$ cat config.mk
export PLATFORM = sky130hd
export DESIGN_NAME = regarray_sequencer
export DESIGN_NICKNAME = d
export VERILOG_FILES = /design/src/rtl/regarray_sequencer.sv
export SDC_FILE = /design/constraint.sdc
export NUM_CORES = 1
export LEC_CHECK = 0
export CAP_MARGIN = 0
export CORE_ASPECT_RATIO = 0.7
export CORE_MARGIN = 4
export CORE_UTILIZATION = 25
export CTS_BUF_LIST = sky130_fd_sc_hd__clkbuf_8
export CTS_CLUSTER_DIAMETER = 50
export CTS_CLUSTER_SIZE = 20
export DETAILED_ROUTE_END_ITERATION = 7
export PLACE_DENSITY_LB_ADDON = 0.08
export SLEW_MARGIN = 15
export SYNTH_ARGS = -nofsm -noshare
export SYNTH_HDL_FRONTEND = slang
export SYNTH_SLANG_ARGS = --single-unit
$ cat constraint.sdc
create_clock -name clk -period 3.08 [get_ports clk]
set_input_delay 0.308 -clock clk [delete_from_list [all_inputs] [get_ports clk]]
set_output_delay 0.308 -clock clk [all_outputs]
set_load 0.02 [all_outputs]
$ cat src/rtl/regarray_sequencer.sv
// Instruction sequencer for the 8x14 register array.
// Decodes one instruction at a time; handshakes with ALU and data RAM.
module regarray_sequencer #(
  parameter int TIMEOUT = 255
) (
  input  logic        clk,
  input  logic        rst,
  input  logic [13:0] instr,
  input  logic        instr_valid,
  output logic        instr_ready,
  input  logic        alu_done,
  input  logic        mem_ack,
  output logic [7:0]  ldR,
  output logic [7:0]  ldALU,
  output logic [2:0]  selrd1,
  output logic [2:0]  selrd2,
  output logic [2:0]  selram,
  output logic [2:0]  alu_op,
  output logic        alu_start,
  output logic        mem_req,
  output logic        mem_we,
  output logic        rin_sel,
  output logic [13:0] imm_out,
  output logic        halted,
  output logic        err
);

  typedef enum logic [2:0] {
    IDLE, DECODE, EXEC_ALU, WB_ALU,
    MEM, WB_MEM, WB_IMM, HALT
  } state_t;

  localparam logic [7:0] TMO = 8'(TIMEOUT - 1);

  state_t      state;
  logic [13:0] ir;
  logic [7:0]  cnt;
  logic [3:0]  opc;
  logic [7:0]  rd_hot;
  logic        is_nop;
  logic        is_alu;
  logic        is_load;
  logic        is_store;
  logic        is_ldi;
  logic        is_halt;

  assign opc      = ir[13:10];
  assign rd_hot   = 8'd1 << ir[9:7];
  assign is_nop   = (opc == 4'b0000);
  assign is_alu   = !opc[3] && !is_nop;
  assign is_load  = (opc == 4'b1000);
  assign is_store = (opc == 4'b1001);
  assign is_ldi   = (opc == 4'b1010);
  assign is_halt  = (opc == 4'b1111);

  assign instr_ready = (state == IDLE);

  always_ff @(posedge clk or negedge rst) begin
    if (!rst) begin
      state     <= IDLE;
      ir        <= '0;
      cnt       <= '0;
      ldR       <= '0;
      ldALU     <= '0;
      selrd1    <= '0;
      selrd2    <= '0;
      selram    <= '0;
      alu_op    <= '0;
      alu_start <= 1'b0;
      mem_req   <= 1'b0;
      mem_we    <= 1'b0;
      rin_sel   <= 1'b0;
      imm_out   <= '0;
      halted    <= 1'b0;
      err       <= 1'b0;
    end else begin
      // write enables and the start strobe are single-cycle pulses
      ldR       <= '0;
      ldALU     <= '0;
      alu_start <= 1'b0;
      unique case (state)
        IDLE: begin
          if (instr_valid) begin
            ir    <= instr;
            state <= DECODE;
          end
        end
        DECODE: begin
          selrd1  <= ir[6:4];
          selrd2  <= ir[3:1];
          selram  <= ir[3:1];
          alu_op  <= ir[12:10];
          imm_out <= {7'd0, ir[6:0]};
          rin_sel <= is_ldi;
          cnt     <= '0;
          state   <= IDLE;
          unique case (1'b1)
            is_nop: state <= IDLE;
            is_alu: begin
              alu_start <= 1'b1;
              state     <= EXEC_ALU;
            end
            is_load, is_store: begin
              mem_req <= 1'b1;
              mem_we  <= is_store;
              state   <= MEM;
            end
            is_ldi: begin
              ldR   <= rd_hot;
              state <= WB_IMM;
            end
            is_halt: begin
              halted <= 1'b1;
              state  <= HALT;
            end
            default: err <= 1'b1;
          endcase
        end
        EXEC_ALU: begin
          if (alu_done) begin
            ldALU <= rd_hot;
            state <= WB_ALU;
          end else if (cnt == TMO) begin
            err   <= 1'b1;
            state <= IDLE;
          end else begin
            cnt <= cnt + 8'd1;
          end
        end
        MEM: begin
          if (mem_ack) begin
            mem_req <= 1'b0;
            mem_we  <= 1'b0;
            if (is_load) begin
              ldR   <= rd_hot;
              state <= WB_MEM;
            end else begin
              state <= IDLE;
            end
          end else if (cnt == TMO) begin
            mem_req <= 1'b0;
            mem_we  <= 1'b0;
            err     <= 1'b1;
            state   <= IDLE;
          end else begin
            cnt <= cnt + 8'd1;
          end
        end
        WB_ALU, WB_MEM, WB_IMM: state <= IDLE;
        HALT: state <= HALT;
        default: state <= IDLE;
      endcase
    end
  end

endmodule

# Word-level counts from Yosys, hierarchy flattened
# Index checks and enable logic that the tools add are counted.
word_totals:
  regBits: 63
  in_bits: 19
  output_inout_bits: 49
  wordCells: 80
op_classes:
  addsub: 1
  eq_ne: 18
  n_shift: 1
  muxes: 30
  reduce_logical: 15
op_table:
  columns: ["operator", "count"]
  rows:
  - ["8-bit two-way mux", 8]
  - ["8-bit case mux with 3 select lines", 1]
  - ["3-bit case mux with 6 select lines", 1]
  - ["4-bit equality test, second input constant", 4]
  - ["8-bit case mux with 2 select lines", 1]
  - ["3-bit two-way mux", 5]
  - ["3-bit equality test, second input constant", 4]
  - ["3-bit case mux with 4 select lines", 1]
  - ["1-bit two-way mux", 10]
  - ["2-bit inequality test, second input constant", 5]
  - ["8-bit by 1-bit adder with 8-bit output, second input constant", 1]
  - ["8-bit equality test, second input constant", 1]
  - ["1-bit by 3-bit << shifter with 8-bit output, first input constant", 1]
  - ["3-bit by 2-bit equality test with 1-bit output, second input constant", 2]
  - ["3-bit AND reduction", 2]
  - ["6-bit OR reduction", 1]
  - ["4-bit logical NOT", 1]
  - ["1-bit case mux with 2 select lines", 2]
  - ["2-bit AND reduction", 2]
  - ["4-bit AND reduction", 1]
  - ["3-bit by 1-bit equality test with 1-bit output, second input constant", 1]
  - ["3-bit logical NOT", 1]
  - ["3-bit inequality test, second input constant", 1]
  - ["1-bit case mux with 3 select lines", 1]
  - ["other kinds (6)", 7]

# Logic depth before layout (Yosys ltp)
# Gate-level depths: netlist of the first run.
logic_depth:
  ltp_word: 6
  depth_mapped: 7
  mapped_depth_nobuf: 6

# Worst setup path before layout of the first run
# Ideal clock, no wire load.
synth_path:
  kind: "register to register"
  from: "register state[2]"
  to: "register ir[10]"
  setup_ns: 0.125
  arrival_ns: 2.079
  t_required_ns: 2.955
  setup_slack_ns: 0.876
  stages_incl_launch_ff: 7
  path_buffers: 3
  synth_period_minus_slack_ns: 2.204
  cell_sequence: "dfrtp_1 > buf_2 > nor3_1 > and2_1 > clkbuf_1 > buf_2 > mux2_2"
synth_between:
  elab_chain_cells: 2
synth_lines:
  columns: ["element", "line", "text"]
  rows:
  - ["start: declaration", "35", "state_t state;"]
  - ["start signal: assignment", "60", "state <= IDLE;"]
  - ["start signal: assignment", "85", "state <= DECODE;"]
  - ["start signal: assignment", "96", "state <= IDLE;"]
  - ["3-bit logical NOT", null, null]
  - ["net instr_ready", "10", "output logic instr_ready,"]
  - ["2-bit AND reduction (no source line)", null, null]
  - ["end signal: assignment", "84", "ir <= instr;"]
  - ["end: declaration", "36", "logic [13:0] ir;"]
# The timed path passes the listed nets, and every way through them passes these cells.
# A chain may end at the register's enable or synchronous reset.

# Worst setup path after layout of the first run
layout_path:
  from: "register state[2]"
  to: "output port instr_ready"
layout_between:
  elab_chain_cells: 1
layout_lines:
  columns: ["element", "line", "text"]
  rows:
  - ["3-bit logical NOT", "56", "assign instr_ready = (state == IDLE);"]
  - ["end: declaration", "10", null]
# No other way between the ends.

==> results.sh, run 1 <==
export IMPL_outcome="complete, but fails checks"
export IMPL_violations="hold timing"
export IMPL_hold_buffers=0
export IMPL_initial_utilization_pct=25.96
export IMPL_yosys_area_top_type="dfrtp_1"
export IMPL_ir_worst_vdd_mv=0.1531
export IMPL_die_area_um2=11880
export IMPL_antenna_cells=0
export IMPL_finalCritPeriodShare_pct=70.66
export IMPL_yosys_warnings=0
export IMPL_post_synth_top_count_cell="dfrtp_1"
export IMPL_multiInputGateArea_um2=955.9
export IMPL_finalClockSkew_ns=0.008497
export IMPL_setup_viol=0
export IMPL_htree_num_levels=3
export IMPL_critPathCaptureType="output port"
export IMPL_synth_edf_count=0
export IMPL_seq_area_frac_synth_pct=56.07
export IMPL_synthesis_area_um2=2544
export IMPL_tns_ns=0
export IMPL_drc=0
export IMPL_core_area_um2=9797
export IMPL_synth_top_flop_cell="dfrtp_1"
export IMPL_whs_ns=-0.01846
export IMPL_place_congestion=0.8140
export IMPL_io_buffers=60
export IMPL_clockBufferDepth=2
export IMPL_hp_class="input port to asynchronous set/reset pin"
export IMPL_synth_cells=238
export IMPL_die_w_um=128.6
export IMPL_slew_violations=0
export IMPL_required_ns=2.77
export IMPL_relSlewSlack_pct=48.45
export IMPL_powerDensity_nw_per_um2=427.0
export IMPL_worst_pin_slew_ns=0.7733
export IMPL_antenna_found_initial=0
export IMPL_cts_root_buf="clkbuf_8"
export IMPL_critPathMaxFanout=11
export IMPL_synthArstFlopShare_pct=100.0
export IMPL_cts_tree="yes"
export IMPL_grt_ovfl_total=0
export IMPL_drive_above_1_share_pct=13.56
export IMPL_yosys_top_cells_area="dfrtp_1 56%, mux2_2 6.2%, nand2_1 6.2%"
export IMPL_dr_pass1_iters=6
export IMPL_wirelength_um=6296
export IMPL_ioPinCount=68
export IMPL_crit_path_start_kind="flop"
export IMPL_ys_types=41
export IMPL_viasPerCell=4.430
export IMPL_ys_top_cells_by_count="57 x dfrtp_1, 42 x nand2_1, 22 x nor2_1"
export IMPL_n_fill_cell=985
export IMPL_dieHeight_um=92.40
export IMPL_cp_data_arrival_time_ns=1.87
export IMPL_rows=30
export IMPL_syn2layout_area_growth_pct=31.92
export IMPL_cap_violations=0
export IMPL_nets=312
export IMPL_synth_top_area_share_pct=56.07
export IMPL_grt_max_degree=49
export IMPL_ys_seq_elements=57
export IMPL_cts_post_setup_buffers_inserted=0
export IMPL_fmax_mhz=459.5
export IMPL_dp_hpwl_um=4502
export IMPL_via_count=1874
export IMPL_clk_pin_slew_ns=0.07
export IMPL_synth_avg_cell_area_um2=10.69
export IMPL_grt_pass1_wl_um=10070
export IMPL_clk_latency_ns=0.34
export IMPL_layout_min_cycle_time_ns=2.176
export IMPL_wl_per_cell_um=14.88
export IMPL_power_total_mw=1.433
export IMPL_area_sequential_um2=1426
export IMPL_cts_sinks=57
export IMPL_rsz0062_at_grt="no"
export IMPL_grt_pass1_vias=1808
export IMPL_crit_type="flop to output port"
export IMPL_gr_usage_all_layers_pct=11.17
export IMPL_cts_buffers=9
export IMPL_power_leakage_nw=1.447
export IMPL_hold_viol=27
export IMPL_cts_resized=0
export IMPL_drt_iter0_drc=92
export IMPL_ant_nets=0
-- worst max-delay path: stages (launching register included) --
cell and delay [ns]:
dfrtp_1 0.52, nor3_1 0.34, clkdlybuf4s50_1 0.67
-- state kept, by name (all words and copies together), names as in the netlist --
register / flops
ir: 14
cnt: 8
ldALU: 8
selram: 2
selrd1: 3
imm_out: 2
mem_we: 1
rin_sel: 1
state: 3
alu_op: 3
alu_start: 1
halted: 1
err: 1
ldR: 8
mem_req: 1
-- routing by layer --
metal	share of wire [%]	global-route usage, %	vias up
li1	-	-	898
met1	52	16.42	902
met2	40	14.60	66
met3	6.5	4.207	8
met4	0.94	4.196	0
met5	0	0	-
-- kinds of logic after synthesis --
kind of cell / share of synthesized area [%]
buffers and inverters: 7.231
other: 0.1474
multiplexers: 6.198
XOR/XNOR: 2.066
AO/OA/AOI/OAI: 7.920
AND/OR/NAND/NOR: 19.38
adder cells (fa/ha/maj): 0.9836
flip-flops: 56.07
-- placed cells by master, fill, tap and decap left out, types with 5 or more instances in the layout --
master and n:
nor2_1 22, nand2_1 42, dfrtp_1 57, conb_1 7, clkdlybuf4s50_1 59, mux2_2 14, nor3_1 7, a21oi_1 5
clkbuf_8 12, nand3_1 5, o21ai_0 6
-- layout make-up --
type                       instances  area share [%]
inverter                           3          0.3356
timing repair buffer              63           18.49
tap                              128           4.773
clock inverter                     3          0.4847
clock buffer                      12           4.922
sequential                        57           42.51
multi-input combinational        157           28.49
-- power by group --
part	internal, mW	total [mW]	switching (mW)
clock network	0.349	0.636	0.287
registers	0.749	0.749	0
logic	0.0213	0.0483	0.0270
-- final timing paths --
kind                            slack [ns]     endpoint     start  cells after the start
worst max-delay path                  0.90  instr_ready  state[2]                      2
worst min-delay path                 -0.02       ldR[5]       rst                      1
worst max register to register        0.93       cnt[5]  state[2]                      5
worst min register to register        0.46   imm_out[0]     ir[0]                      2
min in group clk                      0.46   imm_out[0]     ir[0]                      2
max in group asynchronous             2.56       cnt[2]       rst                      2
-- through the flow --
step | utilization, % | cells | setup slack (ns) | area [um2]
6_report | 34.25 | 423 | 0.9036 | 3356
5_1_grt | 34.25 | 423 | 0.7328 | 3356
4_1_cts | 34.23 | 423 | 0.8254 | 3353
3_5_place_dp | 32.38 | 408 | 0.9163 | 3172
3_3_place_gp | 32.38 | 408 | 0.9081 | 3172
2_1_floorplan | - | 244 | 0.8760 | 2566
No activity file was read; power rests on OpenSTA's default activity.
==> run 2: changes to the inputs <==
==> constraint.sdc (replaced) <==
create_clock -name clk -period 2.28 [get_ports clk]
set_input_delay 0.228 -clock clk [delete_from_list [all_inputs] [get_ports clk]]
set_output_delay 0.228 -clock clk [all_outputs]
set_load 0.02 [all_outputs]
==> run 2 against run 1 <==
The flow now finishes without violations. Total power grew 48%. Hold slack gained 0.46 ns. Clock skew grew 0.00070 ns. Via count shrank 1.7%. Clock-buffer cell count shrank 2. Routed wire length grew 0.38%. Global-route usage shrank 0.095 points. Register-to-register slack lost 0.69 ns. First-iteration DRC count shrank 4.3%. Cell count grew 1.4%. Setup slack lost 0.80 ns. Critical path type unchanged. Critical endpoint unchanged. Highest routed layer unchanged.
==> results.sh, run 2 (same netlist as run 1, synthesis figures left out) <==
export IMPL_outcome="finished clean"
export IMPL_relSlewSlack_pct=58.45
export IMPL_slew_violations=0
export IMPL_syn2layout_area_growth_pct=35.42
export IMPL_grt_pass1_wl_um=9832
export IMPL_antenna_found_initial=0
export IMPL_critical_path_max_stage_delay_ns=0.67
export IMPL_die_area_um2=11880
export IMPL_drc=0
export IMPL_dp_hpwl_um=4538
export IMPL_cts_tree="yes"
export IMPL_finalClockSkew_ns=0.009198
export IMPL_clk_pin_slew_ns=0.07
export IMPL_crit_type="flop to output port"
export IMPL_grt_max_degree=33
export IMPL_wl_per_cell_um=14.73
export IMPL_drt_iter0_drc=88
export IMPL_cts_sinks=57
export IMPL_cap_violations=0
export IMPL_layout_common_cells="59 x clkdlybuf4s50_1, 57 x dfrtp_1, 42 x nand2_1"
export IMPL_place_congestion=0.7674
export IMPL_tns_ns=0
export IMPL_fmax_mhz=459.2
export IMPL_powerDensity_nw_per_um2=617.5
export IMPL_crit_path_start_kind="flop"
export IMPL_path_buf_inv=2
export IMPL_clk_latency_ns=0.34
export IMPL_worst_pin_slew_ns=0.6232
export IMPL_antenna_cells=0
export IMPL_io_buffers=60
export IMPL_htree_num_levels=3
export IMPL_cts_root_buf="clkbuf_8"
export IMPL_cts_buffers=9
export IMPL_ioPinCount=68
export IMPL_finish_utilization_pct=35.16
export IMPL_critPathCaptureType="output port"
export IMPL_die_w_um=128.6
export IMPL_dieHeight_um=92.40
export IMPL_largest_reg_flops=14
export IMPL_layout_min_cycle_time_ns=2.178
export IMPL_via_count=1842
export IMPL_cp_data_arrival_time_ns=1.95
export IMPL_nets=317
export IMPL_clockBufferDepth=2
export IMPL_initial_utilization_pct=25.96
export IMPL_required_ns=2.05
export IMPL_grt_pass1_vias=1768
export IMPL_wirelength_um=6320
export IMPL_core_area_um2=9797
export IMPL_cp_cell_sequence="buf_4 -> nor3_1 -> clkdlybuf4s50_1"
export IMPL_ant_nets=0
export IMPL_critPathMaxFanout=6
export IMPL_r2r_worst_path_cells=5
export IMPL_power_leakage_nw=1.495
export IMPL_final_common_cell="clkdlybuf4s50_1"
export IMPL_setup_viol=0
export IMPL_ir_worst_vdd_mv=0.3314
export IMPL_viasPerCell=4.294
export IMPL_gr_usage_all_layers_pct=11.08
export IMPL_critPathTopFamily="buffers and inverters"
export IMPL_finalCritPeriodShare_pct=95.51
export IMPL_hold_viol=0
export IMPL_path_depth=3
export IMPL_rsz0062_at_grt="no"
export IMPL_hp_class="input port to asynchronous set/reset pin"
export IMPL_drive_above_1_share_pct=14.95
export IMPL_cp_slowest_cell="clkdlybuf4s50_1"
export IMPL_regMostFlops="ir"
export IMPL_grt_ovfl_total=0
export IMPL_dr_pass1_iters=4
export IMPL_rows=30
==> run 2: worst paths after layout <==
check / start / endpoint / slack [ns]
worst min register to register: ir[5] / selrd1[1] / 0.46
max in group asynchronous: rst / rin_sel / 1.25
worst min-delay path: rst / ldR[5] / 0.44
worst max-delay path: state[2] / instr_ready / 0.10
min in group clk: ir[5] / selrd1[1] / 0.46
worst max register to register: state[0] / cnt[5] / 0.24
==> run 2: per-layer routing <==
metal | global-route usage (%) | vias up | routed length, um
met3 | 4.784 | 7 | 422
met5 | 0 | - | 0
met4 | 3.671 | 0 | 83
met1 | 16.79 | 865 | 3339
met2 | 13.65 | 57 | 2474
li1 | - | 913 | -
==> run 2: what timing repair did <==
action / in CTS / in global routing
hold buffers: 1 / 0
buffers inserted: 0 / 0
resized for setup: 0 / 0
hold endpoints to repair: 25 / 0
==> run 2: stage by stage <==
step	power [mW]	instances	area (um2)	hold WS (ns)	setup slack, ns
after floorplan	1.050	244	2566	-0.06759	0.07597
after global placement	1.099	412	3214	0.2855	0.2420
after detailed placement	1.098	412	3214	0.2849	0.1922
after CTS	2.179	429	3445	0.4494	0.02583
after global routing	2.226	429	3445	0.4796	0.003528
final	2.127	429	3445	0.4440	0.1024
==> run 2: area by class of cell <==
type	instances	area [um2]
Inverter	3	11.26
Sequential cell	57	1426
Clock inverter	6	82.58
Clock buffer	10	137.6
Multi-Input combinational cell	157	955.9
Tap cell	128	160.2
Timing Repair Buffer	68	670.6
Fill cell	984	6352
==> run 2: where the power goes <==
group / switching, mW / total (mW) / internal, mW
combinational: 0.0366 / 0.0672 / 0.0306
clock: 0.410 / 1.05 / 0.639
sequential: 0 / 1.01 / 1.01
total: 0.446 / 2.13 / 1.68
